$ cat src/rtl/eth_pkg.sv
// Shared Ethernet framing constants, receive FSM states and byte-wise CRC-32 helpers.
package eth_pkg;

  localparam logic [7:0]  ETH_PREAMBLE  = 8'h55;
  localparam logic [7:0]  ETH_SFD       = 8'hD5;
  localparam logic [31:0] CRC32_POLY    = 32'h04C11DB7;
  localparam logic [31:0] CRC32_INIT    = 32'hFFFFFFFF;
  localparam logic [31:0] CRC32_RESIDUE = 32'hC704DD7B;

  typedef enum logic [1:0] {
    ST_IDLE,
    ST_PREAMBLE,
    ST_DATA,
    ST_DROP
  } rx_state_t;

  function automatic logic [31:0] bitrev32(input logic [31:0] x);
    logic [31:0] r;
    for (int i = 0; i < 32; i++) r[i] = x[31-i];
    return r;
  endfunction

  // Ethernet sends LSB first, so the register runs in reflected (LSB-first) form.
  localparam logic [31:0] CRC32_POLY_REFL = bitrev32(CRC32_POLY);

  function automatic logic [31:0] crc32_d8(input logic [31:0] c, input logic [7:0] d);
    logic [31:0] r;
    r = c ^ {24'h0, d};
    for (int i = 0; i < 8; i++) r = r[0] ? ((r >> 1) ^ CRC32_POLY_REFL) : (r >> 1);
    return r;
  endfunction

endpackage

$ cat src/rtl/eth_crc32_d8.sv
// Byte-wide reflected CRC-32 register; shared by the GMII RX deframer and TX framer.
module eth_crc32_d8
  import eth_pkg::*;
(
  input  logic        clk,
  input  logic        arst_n,
  input  logic        init,
  input  logic        en,
  input  logic [7:0]  d,
  output logic [31:0] crc
);

  always_ff @(posedge clk or negedge arst_n) begin
    if (!arst_n)   crc <= CRC32_INIT;
    else if (init) crc <= CRC32_INIT;
    else if (en)   crc <= crc32_d8(crc, d);
  end

endmodule

$ cat src/rtl/gmii_rx_deframer.sv
// GMII receive deframer: strips preamble/SFD/FCS, flags bad frames at eop.
// Optional frame statistics counters are enabled with `define GMII_RX_STATS_EN.
module gmii_rx_deframer
  import eth_pkg::*;
#(
  parameter int MAX_LEN = 1518,
  parameter int MIN_LEN = 64
) (
  input  logic        clk,
  input  logic        arst_n,
  input  logic [7:0]  rxd,
  input  logic        rxdv,
  input  logic        rxer,
  output logic [7:0]  out_data,
  output logic        out_valid,
  output logic        out_sop,
  output logic        out_eop,
  output logic        out_err
`ifdef GMII_RX_STATS_EN
  ,
  output logic [31:0] stat_ok,
  output logic [31:0] stat_err
`endif
);

  localparam logic [10:0] MIN_L   = 11'(MIN_LEN);
  localparam logic [10:0] MAX_L   = 11'(MAX_LEN);
  localparam logic [10:0] CNT_SAT = 11'h7FF;
  localparam logic [10:0] DL_FULL = 11'd5;

  logic [7:0]  r_rxd;
  logic        r_rxdv;
  logic        r_rxer;
  rx_state_t   r_state;
  logic [39:0] r_dl;
  logic [10:0] r_cnt;
  logic        r_first;
  logic        r_bad;

  logic        w_sfd;
  logic        w_crc_en;
  logic        w_full;
  logic        w_err;
  logic [31:0] w_crc;

  assign w_sfd    = (r_state == ST_PREAMBLE) && r_rxdv && (r_rxd == ETH_SFD);
  assign w_crc_en = (r_state == ST_DATA) && r_rxdv;
  assign w_full   = (r_cnt >= DL_FULL);
  assign w_err    = r_bad || (bitrev32(w_crc) != CRC32_RESIDUE) ||
                    (r_cnt < MIN_L) || (r_cnt > MAX_L);

  eth_crc32_d8 u_crc (
    .clk    (clk),
    .arst_n (arst_n),
    .init   (w_sfd),
    .en     (w_crc_en),
    .d      (r_rxd),
    .crc    (w_crc)
  );

  // GMII inputs are registered once; the FSM works on the registered copy.
  always_ff @(posedge clk or negedge arst_n) begin
    if (!arst_n) begin
      r_rxd     <= 8'h00;
      r_rxdv    <= 1'b0;
      r_rxer    <= 1'b0;
      r_state   <= ST_IDLE;
      r_dl      <= 40'h0;
      r_cnt     <= 11'd0;
      r_first   <= 1'b0;
      r_bad     <= 1'b0;
      out_data  <= 8'h00;
      out_valid <= 1'b0;
      out_sop   <= 1'b0;
      out_eop   <= 1'b0;
      out_err   <= 1'b0;
`ifdef GMII_RX_STATS_EN
      stat_ok   <= 32'd0;
      stat_err  <= 32'd0;
`endif
    end else begin
      r_rxd     <= rxd;
      r_rxdv    <= rxdv;
      r_rxer    <= rxer;
      out_data  <= 8'h00;
      out_valid <= 1'b0;
      out_sop   <= 1'b0;
      out_eop   <= 1'b0;
      out_err   <= 1'b0;
      case (r_state)
        ST_IDLE: begin
          if (r_rxdv) r_state <= (r_rxd == ETH_PREAMBLE) ? ST_PREAMBLE : ST_DROP;
        end
        ST_PREAMBLE: begin
          if (!r_rxdv) begin
            r_state <= ST_IDLE;
          end else if (r_rxd == ETH_SFD) begin
            r_state <= ST_DATA;
            r_dl    <= 40'h0;
            r_cnt   <= 11'd0;
            r_first <= 1'b1;
            r_bad   <= 1'b0;
          end else if (r_rxd != ETH_PREAMBLE) begin
            r_state <= ST_DROP;
          end
        end
        ST_DATA: begin
          if (r_rxdv) begin
            r_dl <= {r_dl[31:0], r_rxd};
            if (r_cnt != CNT_SAT) r_cnt <= r_cnt + 11'd1;
            if (r_rxer) r_bad <= 1'b1;
            // Once five bytes are held, the byte falling off the end is payload, never FCS.
            if (w_full) begin
              out_data  <= r_dl[39:32];
              out_valid <= 1'b1;
              out_sop   <= r_first;
              r_first   <= 1'b0;
            end
          end else begin
            r_state <= ST_IDLE;
            if (w_full) begin
              out_data  <= r_dl[39:32];
              out_valid <= 1'b1;
              out_sop   <= r_first;
              out_eop   <= 1'b1;
              out_err   <= w_err;
              r_first   <= 1'b0;
`ifdef GMII_RX_STATS_EN
              if (w_err) stat_err <= stat_err + 32'd1;
              else       stat_ok  <= stat_ok + 32'd1;
`endif
            end
          end
        end
        ST_DROP: begin
          if (!r_rxdv) r_state <= ST_IDLE;
        end
        default: r_state <= ST_IDLE;
      endcase
    end
  end

endmodule

$ cat config.mk
export PLATFORM = sky130hd
export DESIGN_NAME = gmii_rx_deframer
export DESIGN_NICKNAME = d
export VERILOG_FILES = /design/src/rtl/eth_pkg.sv /design/src/rtl/eth_crc32_d8.sv /design/src/rtl/gmii_rx_deframer.sv
export SDC_FILE = /design/constraint.sdc
export NUM_CORES = 1
export LEC_CHECK = 0
export CORE_ASPECT_RATIO = 0.75
export CORE_UTILIZATION = 40
export CTS_CLUSTER_SIZE = 8
export DETAILED_ROUTE_END_ITERATION = 6
export SLEW_MARGIN = 5
export SYNTH_ARGS = -nofsm -noshare
export SYNTH_HDL_FRONTEND = slang
export SYNTH_SLANG_ARGS = --single-unit
$ cat constraint.sdc
create_clock -name clk -period 2 [get_ports clk]
set_input_delay 0.4 -clock clk [delete_from_list [all_inputs] [get_ports clk]]
set_output_delay 0.4 -clock clk [all_outputs]
set_load 0.02 [all_outputs]
==> out/results.ini, run 1 <==
[outcome]
status=complete, no violations

[cts]
clk_pin_slew_ns=0.08
tritoncts=built
cts_made_buffers=9
clkLatencyLatePin_ns=0.35
htreeDepth=3
cts_sinks=109
postCtsSetupRepairBufs=0
cts_max_path_buffers=2
cts_root_buf=clkbuf_16

[logic_synthesis]
yosysTopAreaCell=dfrtp_1
avgSynthCellArea_sq_um=10.4
ys.flop_type=dfrtp_1
synth_top_area_share_pct=38.2
yosys_warnings=0
ys_ff_latch=109
ys_top_cells_by_area=dfrtp_1, dfstp_2, xnor2_1, nand2_1, nand3_1
ys_seq_area_share_pct=54.8
synth_commonest_cells=nand2_1, dfrtp_1, nand3_1, xnor2_1, dfstp_2
synthMostInstantiatedCell=nand2_1
synthCells=487
synth_area_sq_um=5050
synth_cell_types=48
synthArstFlopShare_pct=100
synth_edf_count=0
syn-num-nets=501

[power_and_ir_drop]
p_leak_nw=2.68
ir_worst_vdd_mv=0.780
fin_total_pwr_mw=9.86
power.density_nw_per_um2=1650

[placed_design]
gp_congestion=0.866
dp_hpwl_mm=7.35
placed_cell_area_sq_um=5640
place_inst=675
port_buffers=23

[min_path]
min_path_type=in -> async

[final_layout]
drive_gt1_share_pct=17.1
final_nets=534
fin_area_sq_um=5970
num_antenna_cells=0
fillers=1124
final_cell_count_no_fill=691
fin_util_pct=48.5
syn_to_final_growth_pct=18.3

[detailed_routing]
maxUsedRoutingLayer=met4
vias=3499
drcViolationCount=0
drt-met1-wl_mm=5.49
dr_wl_met2_mm=4.66
routedWlPerCell_microns=15.4
firstDrtPassIters=4
drt_iter0_markers=235
final_antenna_net_count=0
wl_met3_microns=340
viasPerCell=5.06
wl_mm=10.6

[critical_path]
cp_cell_sequence=nor4bb_1, buf_4, nand4_1, a21boi_2, buf_12, nor2_1, a21oi_1
start_kind=register
critPathBufInv=2
cpMaxStageDelayCell=dfrtp_1
worst-path-max-fanout=28
critPathTopFamily=simple AND/OR/NAND/NOR gates
worstPathArrival_ns=2.21
critPathCaptureType=register
max_stage_delay_ns=0.43
path_class=reg -> reg
required_ns=2.28

[grt]
grt_pass1_vias=3434
overflow=0
grt_pass1_wl_mm=18.4
grt_usage_pct=18.1
antenna_found_initial=0
grt_max_degree=43

[floorplanning]
row_count=35
die_width_microns=132
start_util_pct=41.0
core_area_sq_um=12300
die-area_sq_um=13100
ios=24
die_y_microns=99.3

[sta]
grt_setup_unrepaired=true
fmax_mhz=517
tightest_slew_ns=0.517
relSlewSlack_pct=65.6
skew_ns=0.00884
setup_viol=0
fin_crit_sh_pct=96.7
final.min_clock_period_ns=1.93
drv_slew=0
fin_setup_tns_ns=0
final-hold-violation-count=0

[run]
maxCapViolCount=0

[layer usage]
metal  global-route usage (%)  vias to the layer above
met5                        0                        -
met4                     5.37                        0
met3                     3.47                        9
met2                     26.5                       60
met1                     27.1                     1720
li1                         -                     1710
[layout by cell type (no fill, tap or decap), drive strengths merged, types with 3 or more instances in the layout]
master / instances
nor4bb: 3
a31oi: 3
buf: 26
and2: 14
nor3: 8
dfstp: 32
xor2: 24
o31ai: 3
o22a: 7
o21ai: 6
nand3: 43
and3: 6
nor2b: 4
nand2: 93
nor2: 30
clkdlybuf4s50: 22
xnor2: 48
nand4: 4
a21oi: 28
clkbuf: 10
dfrtp: 77
inv: 4
[registers in the layout (all words and copies together), names as in the netlist, 2 cells and up]
name,cells
r_state,2
out_data,8
r_cnt,11
r_dl,40
u_crc.crc,32
r_rxd,8
[worst paths after layout]
| check | from | end | slack [ns] | cells after the start |
|---|---|---|---|---|
| hold / removal | arst_n | out_err | 0.001 | 1 |
| setup reg to reg | r_rxd[5] | u_crc.crc[2] | 0.07 | 7 |
| hold reg to reg | r_dl[33] | r_dl[33] | 0.46 | 2 |
| min in group clk | r_dl[33] | r_dl[33] | 0.46 | 2 |
| max in group asynchronous | arst_n | u_crc.crc[5] | 1.38 | 2 |
| setup / recovery | r_rxd[5] | u_crc.crc[2] | 0.07 | 7 |
[layout make-up]
class / instances / area (sq um) / area share, %
sequential: 109 / 2770 / 46.4
inverter: 1 / 3.75 / 0.0629
clock buffer: 10 / 239 / 4.00
tap: 166 / 208 / 3.48
timing repair buffer: 48 / 490 / 8.21
clock inverter: 6 / 77.6 / 1.30
multi-input combinational: 351 / 2180 / 36.6
[logic make-up after synthesis]
logic type	synth area share, %
and+or+nand+nor	19.7
DFF	54.8
xor gates and xnor gates	14.6
AOI/OAI and AO/OA	8.01
buffers and inverters	2.31
adders and majority gates	0.496
[worst register-to-register path, delay by kind of cell (launching register included)]
kind | cells | cell delay, ns
AND/OR/NAND/NOR | 3 | 0.65
flip-flops | 1 | 0.43
AO/OA/AOI/OAI | 2 | 0.41
buffers and inverters | 2 | 0.39
[stage by stage]
stage               setup WS, ns  hold WS (ns)
finish                    0.0661       0.00114
global route            -0.00198        0.0269
CTS                       0.0619        0.0135
detailed placement        0.0623         0.402
global placement           0.117         0.392
floorplan                  0.114         0.104
[report_power, final]
group	total [mW]	switching (mW)	internal, mW
sequential	3.59	0.563	3.03
clock	1.90	0.864	1.03
combinational	4.37	2.16	2.21
total	9.86	3.59	6.27
[what timing repair did]
item,CTS,global route
gates resized for setup,0,3
hold buffers,0,0
endpoints found under the hold margin,0,0
endpoints found under the setup margin,0,9
No activity file was read; power rests on OpenSTA's default activity.
==> run 2, diff against run 1 <==
--- a/config.mk
+++ b/config.mk
@@ -6,7 +6,9 @@
 export NUM_CORES = 1
 export LEC_CHECK = 0
 export CORE_ASPECT_RATIO = 0.75
+export CORE_MARGIN = 3
 export CORE_UTILIZATION = 40
+export CTS_CLUSTER_DIAMETER = 60
 export CTS_CLUSTER_SIZE = 8
 export DETAILED_ROUTE_END_ITERATION = 6
 export SLEW_MARGIN = 5
==> constraint.sdc (replaced) <==
create_clock -name clk -period 1.89 [get_ports clk]
set_input_delay 0.378 -clock clk [delete_from_list [all_inputs] [get_ports clk]]
set_output_delay 0.378 -clock clk [all_outputs]
set_load 0.02 [all_outputs]
==> run 2 against run 1 <==
Via count rose by 1.5%. Largest power group unchanged. Highest routed layer unchanged. Largest cell class unchanged. Non-clock buffer count rose by 10. First-iteration DRC count fell by 18%.
==> out/results.ini, run 2 (synthesis gave the netlist of run 1 again) <==
[outcome]
status=complete, no violations  ; unchanged

[power_and_ir_drop]
p_leak_nw=2.73  ; was 2.68 nW
p_int_mw=6.59  ; was 6.27 mW
power_switching_mw=3.92  ; was 3.59 mW
fin_total_pwr_mw=10.5  ; was 9.86 mW
power.density_nw_per_um2=1730  ; was 1650 nW/um^2
seqPwrFrac_pct=36.3  ; was 36.4%
clkPwrFrac_pct=17.5  ; was 19.2%
switching_share_pct=37.3  ; was 36.4%
comb_power_share_pct=46.2  ; was 44.4%
ir_worst_vdd_mv=1.01  ; was 0.780 mV

[final_layout]
layout_common_cells=nand2_1, dfrtp_1, nand3_1  ; unchanged
fillers=1063  ; was 1124
fin_util_pct=50.7  ; was 48.5%
syn_to_final_growth_pct=20.2  ; was 18.3%
largest-register=r_dl  ; unchanged
num_antenna_cells=0  ; unchanged
largest_register_ffs=40  ; unchanged
drive_gt1_share_pct=19.8  ; was 17.1%
final_common_cell=nand2_1  ; unchanged
top_regs=r_dl x40, u_crc.crc x32, r_cnt x11  ; unchanged
final_nets=544  ; was 534
fin_area_sq_um=6060  ; was 5970 sq um

[placed_design]
gp_congestion=0.834  ; was 0.866
port_buffers=23  ; unchanged
dp_hpwl_mm=7.65  ; was 7.35 mm
placed_cell_area_sq_um=5680  ; was 5640 sq um
post-place-ws_ns=-0.0862  ; was 0.0623 ns

[cts]
cts_made_buffers=9  ; unchanged
htreeDepth=3  ; unchanged
cts_max_path_buffers=2  ; unchanged
tritoncts=built  ; unchanged
clk_pin_slew_ns=0.08  ; about the same
cts_sinks=109  ; unchanged
cts_root_buf=clkbuf_16  ; unchanged
clkLatencyLatePin_ns=0.35  ; about the same

[critical_path]
cpMaxStageDelayCell=dfrtp_1  ; unchanged
worst-path-max-fanout=28  ; unchanged
required_ns=2.15  ; was 2.28 ns
path_class=reg -> reg  ; unchanged
critPathCaptureType=register  ; unchanged
critPathBufInv=2  ; unchanged
critPathTopFamily=simple AND/OR/NAND/NOR gates  ; unchanged
start_kind=register  ; unchanged
cp_cell_sequence=nor4bb_4, buf_4, nand4_1, a21boi_2, buf_12, nor2_1, a21oi_1  ; was nor4bb_1, buf_4, nand4_1, a21boi_2, buf_12, nor2_1, a21oi_1
worstPathArrival_ns=2.10  ; was 2.21 ns
max_stage_delay_ns=0.44  ; was 0.43 ns

[sta]
final.min_clock_period_ns=1.83  ; was 1.93 ns
tightest_slew_ns=0.467  ; was 0.517 ns
relSlewSlack_pct=68.5  ; was 65.6%
skew_ns=0.00889  ; was 0.00884 ns
fin_crit_sh_pct=97.0  ; was 96.7%
fmax_mhz=546  ; was 517 MHz
grt_setup_unrepaired=true  ; unchanged
fin_ws_ns=0.0576  ; was 0.0661 ns
fin_setup_tns_ns=0  ; unchanged
drv_slew=0  ; unchanged
setup_viol=0  ; unchanged
final-hold-violation-count=0  ; unchanged

[grt]
grt_max_degree=46  ; was 43
grt_pass1_wl_mm=18.2  ; was 18.4 mm
antenna_found_initial=0  ; unchanged
grt_usage_pct=16.6  ; was 18.1%
overflow=0  ; unchanged
grt_pass1_vias=3554  ; was 3434

[floorplanning]
core_area_sq_um=12000  ; was 12300 sq um
ios=24  ; unchanged
die-area_sq_um=14000  ; was 13100 sq um
row_count=34  ; was 35
die_y_microns=103  ; was 99.3 microns
die_width_microns=136  ; was 132 microns
start_util_pct=42.2  ; was 41.0%

[detailed_routing]
viasPerCell=5.09  ; was 5.06
wl_mm=10.7  ; was 10.6 mm
drt_iter0_markers=192  ; was 235
final_antenna_net_count=0  ; unchanged
vias=3550  ; was 3499
routedWlPerCell_microns=15.3  ; was 15.4 microns
firstDrtPassIters=4  ; unchanged
drcViolationCount=0  ; unchanged

[min_path]
min_path_type=in -> reg  ; was in -> async

[run]
maxCapViolCount=0  ; unchanged

==> run 2: cell count changes in the layout (fill, tap and decap cells not counted), moves of 2 or more <==
cell	delta
buf_4	+10
a21oi_1	-3
a21oi_2	+3
inv_8	+2
xnor2_1	-2
==> run 2: cell type report <==
| type | instances | area [sq um] | area share [%] |
|---|---|---|---|
| clock inverter | 7 | 65.1 | 1.07 |
| inverter | 1 | 3.75 | 0.0619 |
| timing repair buffer | 58 | 556 | 9.16 |
| multi-input combinational | 351 | 2240 | 37.0 |
| tap | 162 | 203 | 3.34 |
| clock buffer | 9 | 225 | 3.71 |
| sequential | 109 | 2770 | 45.7 |
==> run 2: worst paths after layout <==
path                       slack [ns]  depth (start not counted)     start      endpoint
max                              0.06                          7  r_rxd[3]  u_crc.crc[1]
min in group asynchronous        0.51                          2    arst_n       out_eop
min                              0.46                          1      rxdv        r_rxdv
max in group asynchronous        0.76                          3    arst_n  u_crc.crc[5]
max reg2reg                      0.06                          7  r_rxd[3]  u_crc.crc[1]
min reg2reg                      0.46                          2  r_dl[36]      r_dl[36]
==> run 2: per-stage QoR <==
step                      hold WS, ns  instances
after global routing            0.456        697
after detailed placement        0.347        678
after floorplan                0.0824        487
final                           0.462        697
after CTS                       0.448        695
after global placement          0.344        678
==> run 2: worst register-to-register path, cell delays in order, from the launching register on <==
cell	delay, ns
dfrtp_1	0.44
nor4bb_4	0.30
buf_4	0.16
nand4_1	0.21
a21boi_2	0.24
buf_12	0.20
nor2_1	0.06
a21oi_1	0.15
==> run 2: routing by layer <==
layer	global-route usage [%]	vias to the layer above	wire, microns
met2	25.2	64	4640
met1	24.3	1736	5480
li1	-	1735	-
met4	4.96	0	158
met5	0	-	0
met3	3.53	15	394
==> run 2: timing repair <==
item	4_1_cts	5_1_grt
buffers inserted	0	2
pin swaps	1	1
hold endpoints to repair	30	0
endpoints found under the setup margin	13	12
gates resized for setup	4	8
hold buffers	1	0
==> run 2: power groups by stage <==
stage                     sequential [mW]  clock [mW]  combinational, mW
after global routing                 3.90        1.99               5.33
after CTS                            3.80        1.91               4.71
final                                3.82        1.84               4.85
after global placement               3.81           0               4.62
after floorplan                      3.66           0               3.56
after detailed placement             3.82           0               4.67
==> run 3, diff against run 2 <==
--- a/config.mk
+++ b/config.mk
@@ -5,12 +5,16 @@
 export SDC_FILE = /design/constraint.sdc
 export NUM_CORES = 1
 export LEC_CHECK = 0
+export CELL_PAD_IN_SITES_DETAIL_PLACEMENT = 0
+export CELL_PAD_IN_SITES_GLOBAL_PLACEMENT = 1
 export CORE_ASPECT_RATIO = 0.75
 export CORE_MARGIN = 3
 export CORE_UTILIZATION = 40
+export CTS_BUF_LIST = sky130_fd_sc_hd__clkbuf_2 sky130_fd_sc_hd__clkbuf_4 sky130_fd_sc_hd__clkbuf_8
 export CTS_CLUSTER_DIAMETER = 60
 export CTS_CLUSTER_SIZE = 8
 export DETAILED_ROUTE_END_ITERATION = 6
+export PLACE_DENSITY_LB_ADDON = 0.1
 export SLEW_MARGIN = 5
 export SYNTH_ARGS = -nofsm -noshare
 export SYNTH_HDL_FRONTEND = slang
==> run 3 against run 2 <==
Highest routed layer unchanged. Total power is 0.15% higher. Flip-flop and latch count stayed put. Cell count is 2.2% higher. Fmax is 2.0% lower. Via count is 0.76% higher. Largest power group unchanged.
==> out/results.ini, run 3 (synthesis gave the netlist of run 1 again) <==
[final_layout]
largest-register=r_dl  ; unchanged
drive_gt1_share_pct=27.1  ; was 19.8%
largest_register_ffs=40  ; unchanged
top_regs=r_dl x40, u_crc.crc x32, r_cnt x11  ; unchanged
final_nets=559  ; was 544
num_antenna_cells=0  ; unchanged
syn_to_final_growth_pct=23.4  ; was 20.2%
final_common_cell=nand2_1  ; unchanged
layout_common_cells=nand2_1, dfrtp_1, nand3_1  ; unchanged
fin_area_sq_um=6230  ; was 6060 sq um

[floorplanning]
die_y_microns=103  ; unchanged
start_util_pct=42.2  ; unchanged
die_width_microns=136  ; unchanged
die-area_sq_um=14000  ; unchanged
row_count=34  ; unchanged
ios=24  ; unchanged
core_area_sq_um=12000  ; unchanged

[sta]
tightest_slew_ns=0.502  ; was 0.467 ns
fin_setup_tns_ns=0  ; unchanged
setup_viol=0  ; unchanged
relSlewSlack_pct=66.6  ; was 68.5%
drv_slew=0  ; unchanged
final.min_clock_period_ns=1.87  ; was 1.83 ns
final-hold-violation-count=0  ; unchanged
skew_ns=0.00864  ; was 0.00889 ns
grt_setup_unrepaired=true  ; unchanged
fin_crit_sh_pct=98.9  ; was 97.0%
fmax_mhz=535  ; was 546 MHz
holdWs_ns=0.442  ; was 0.462 ns

[critical_path]
path_class=reg -> reg  ; unchanged
r2r_cells=6  ; was 7
start_kind=register  ; unchanged
required_ns=2.18  ; was 2.15 ns
critPathCaptureType=register  ; unchanged
rrSetupSlack_ns=0.02  ; was 0.06 ns
r2r-end=u_crc.crc[26]  ; was u_crc.crc[1]
cpMaxStageDelayCell=dfstp_2  ; was dfrtp_1
crit_start=u_crc.crc[1]  ; was r_rxd[3]
worstPathArrival_ns=2.16  ; was 2.10 ns
worst-path-max-fanout=6  ; was 28
max_stage_delay_ns=0.63  ; was 0.44 ns
r2r_start=u_crc.crc[1]  ; was r_rxd[3]
cp_cell_sequence=xnor2_4, xor2_4, buf_4, xnor2_2, xor2_1, a21oi_1  ; was nor4bb_4, buf_4, nand4_1, a21boi_2, buf_12, nor2_1, a21oi_1

[min_path]
min_path_cells=1  ; unchanged
min_to=r_rxd[6]  ; was r_rxdv
hold_start=rxd[6]  ; was rxdv
min_path_type=in -> reg  ; unchanged

[power_and_ir_drop]
comb_power_share_pct=49.8  ; was 46.2%
seqPwrFrac_pct=36.4  ; was 36.3%
switching_share_pct=37.9  ; was 37.3%
ir_worst_vdd_mv=0.791  ; was 1.01 mV
p_int_mw=6.54  ; was 6.59 mW
clkPwrFrac_pct=13.8  ; was 17.5%
power_switching_mw=3.99  ; was 3.92 mW
p_leak_nw=2.81  ; was 2.73 nW
power.density_nw_per_um2=1690  ; was 1730 nW/um^2

[detailed_routing]
wl_mm=11.6  ; was 10.7 mm
vias=3577  ; was 3550
viasPerCell=5.02  ; was 5.09
drt_iter0_markers=295  ; was 192
final_antenna_net_count=0  ; unchanged
drcViolationCount=0  ; unchanged
routedWlPerCell_microns=16.3  ; was 15.3 microns
firstDrtPassIters=4  ; unchanged

[grt]
grt_pass1_wl_mm=18.8  ; was 18.2 mm
grt_usage_pct=17.2  ; was 16.6%
antenna_found_initial=0  ; unchanged
grt_max_degree=43  ; was 46
overflow=0  ; unchanged
grt_pass1_vias=3429  ; was 3554

[cts]
cts_root_buf=clkbuf_8  ; was clkbuf_16
clk_pin_slew_ns=0.10  ; was 0.08 ns
clkLatencyLatePin_ns=0.37  ; was 0.35 ns
tritoncts=built  ; unchanged
cts_made_buffers=9  ; unchanged
cts_max_path_buffers=2  ; unchanged
cts_sinks=109  ; unchanged
htreeDepth=3  ; unchanged

[outcome]
status=complete, no violations  ; unchanged

[placed_design]
gp_congestion=0.883  ; was 0.834
dp_hpwl_mm=7.71  ; was 7.65 mm
port_buffers=23  ; unchanged
placed_cell_area_sq_um=5730  ; was 5680 sq um

[run]
maxCapViolCount=0  ; unchanged

-- run 3: metal layers --
metal	wire length, microns	vias to the layer above	track usage, %
li1	-	1754	-
met1	6030	1745	27.1
met2	4950	69	24.7
met3	503	9	3.38
met4	104	0	3.72
met5	0	-	0
-- run 3: timing repair --
| action | CTS | global route |
|---|---|---|
| buffers inserted | 0 | 6 |
| endpoints found under the setup margin | 21 | 37 |
| hold buffers | 1 | 0 |
| gates resized for setup | 2 | 41 |
| cloned | 0 | 3 |
| hold endpoints to repair | 24 | 0 |
| pin swaps | 0 | 7 |
-- run 3: area by class of cell --
cell class / instances / area [sq um]
tap: 162 / 203
multi-input combinational: 351 / 2330
fill: 1085 / 5730
clock inverter: 4 / 48.8
inverter: 1 / 3.75
clock buffer: 12 / 153
timing repair buffer: 73 / 714
sequential: 109 / 2770
-- run 3: how the worst max path moves through the flow --
| stage | endpoint | cells past startpoint |
|---|---|---|
| 2_1_floorplan | u_crc.crc[21] | 5 |
| 3_3_place_gp | u_crc.crc[5] | 6 |
| 3_5_place_dp | u_crc.crc[11] | 8 |
| 4_1_cts | u_crc.crc[21] | 5 |
| 5_1_grt | u_crc.crc[26] | 6 |
| 6_report | u_crc.crc[26] | 6 |
-- run 3: through the flow --
step / total power, mW / std cells / util, % / worst slack [ns]
6_report: 10.5 / 712 / 52.1 / 0.0205
5_1_grt: 11.2 / 712 / 52.1 / -0.0236
4_1_cts: 10.1 / 703 / 49.8 / -0.00537
3_5_place_dp: 8.55 / 686 / 47.9 / -0.0230
3_3_place_gp: 8.55 / 686 / 47.9 / 0.0525
2_1_floorplan: 7.22 / 487 / - / 0.00412
-- run 3: power groups by stage --
| stage | combinational, mW | sequential [mW] | clock [mW] |
|---|---|---|---|
| global route | 5.67 | 3.92 | 1.61 |
| finish | 5.24 | 3.83 | 1.45 |
| CTS | 4.77 | 3.78 | 1.51 |
| floorplan | 3.56 | 3.66 | 0 |
| global placement | 4.74 | 3.81 | 0 |
| detailed placement | 4.74 | 3.81 | 0 |
-- run 3: critical path, delay by kind of cell, from the launching register on --
kind,cells,cell delay (ns)
xor gates and xnor gates,4,0.86
DFF,1,0.63
buffers and inverters,1,0.20
AOI/OAI and AO/OA,1,0.10
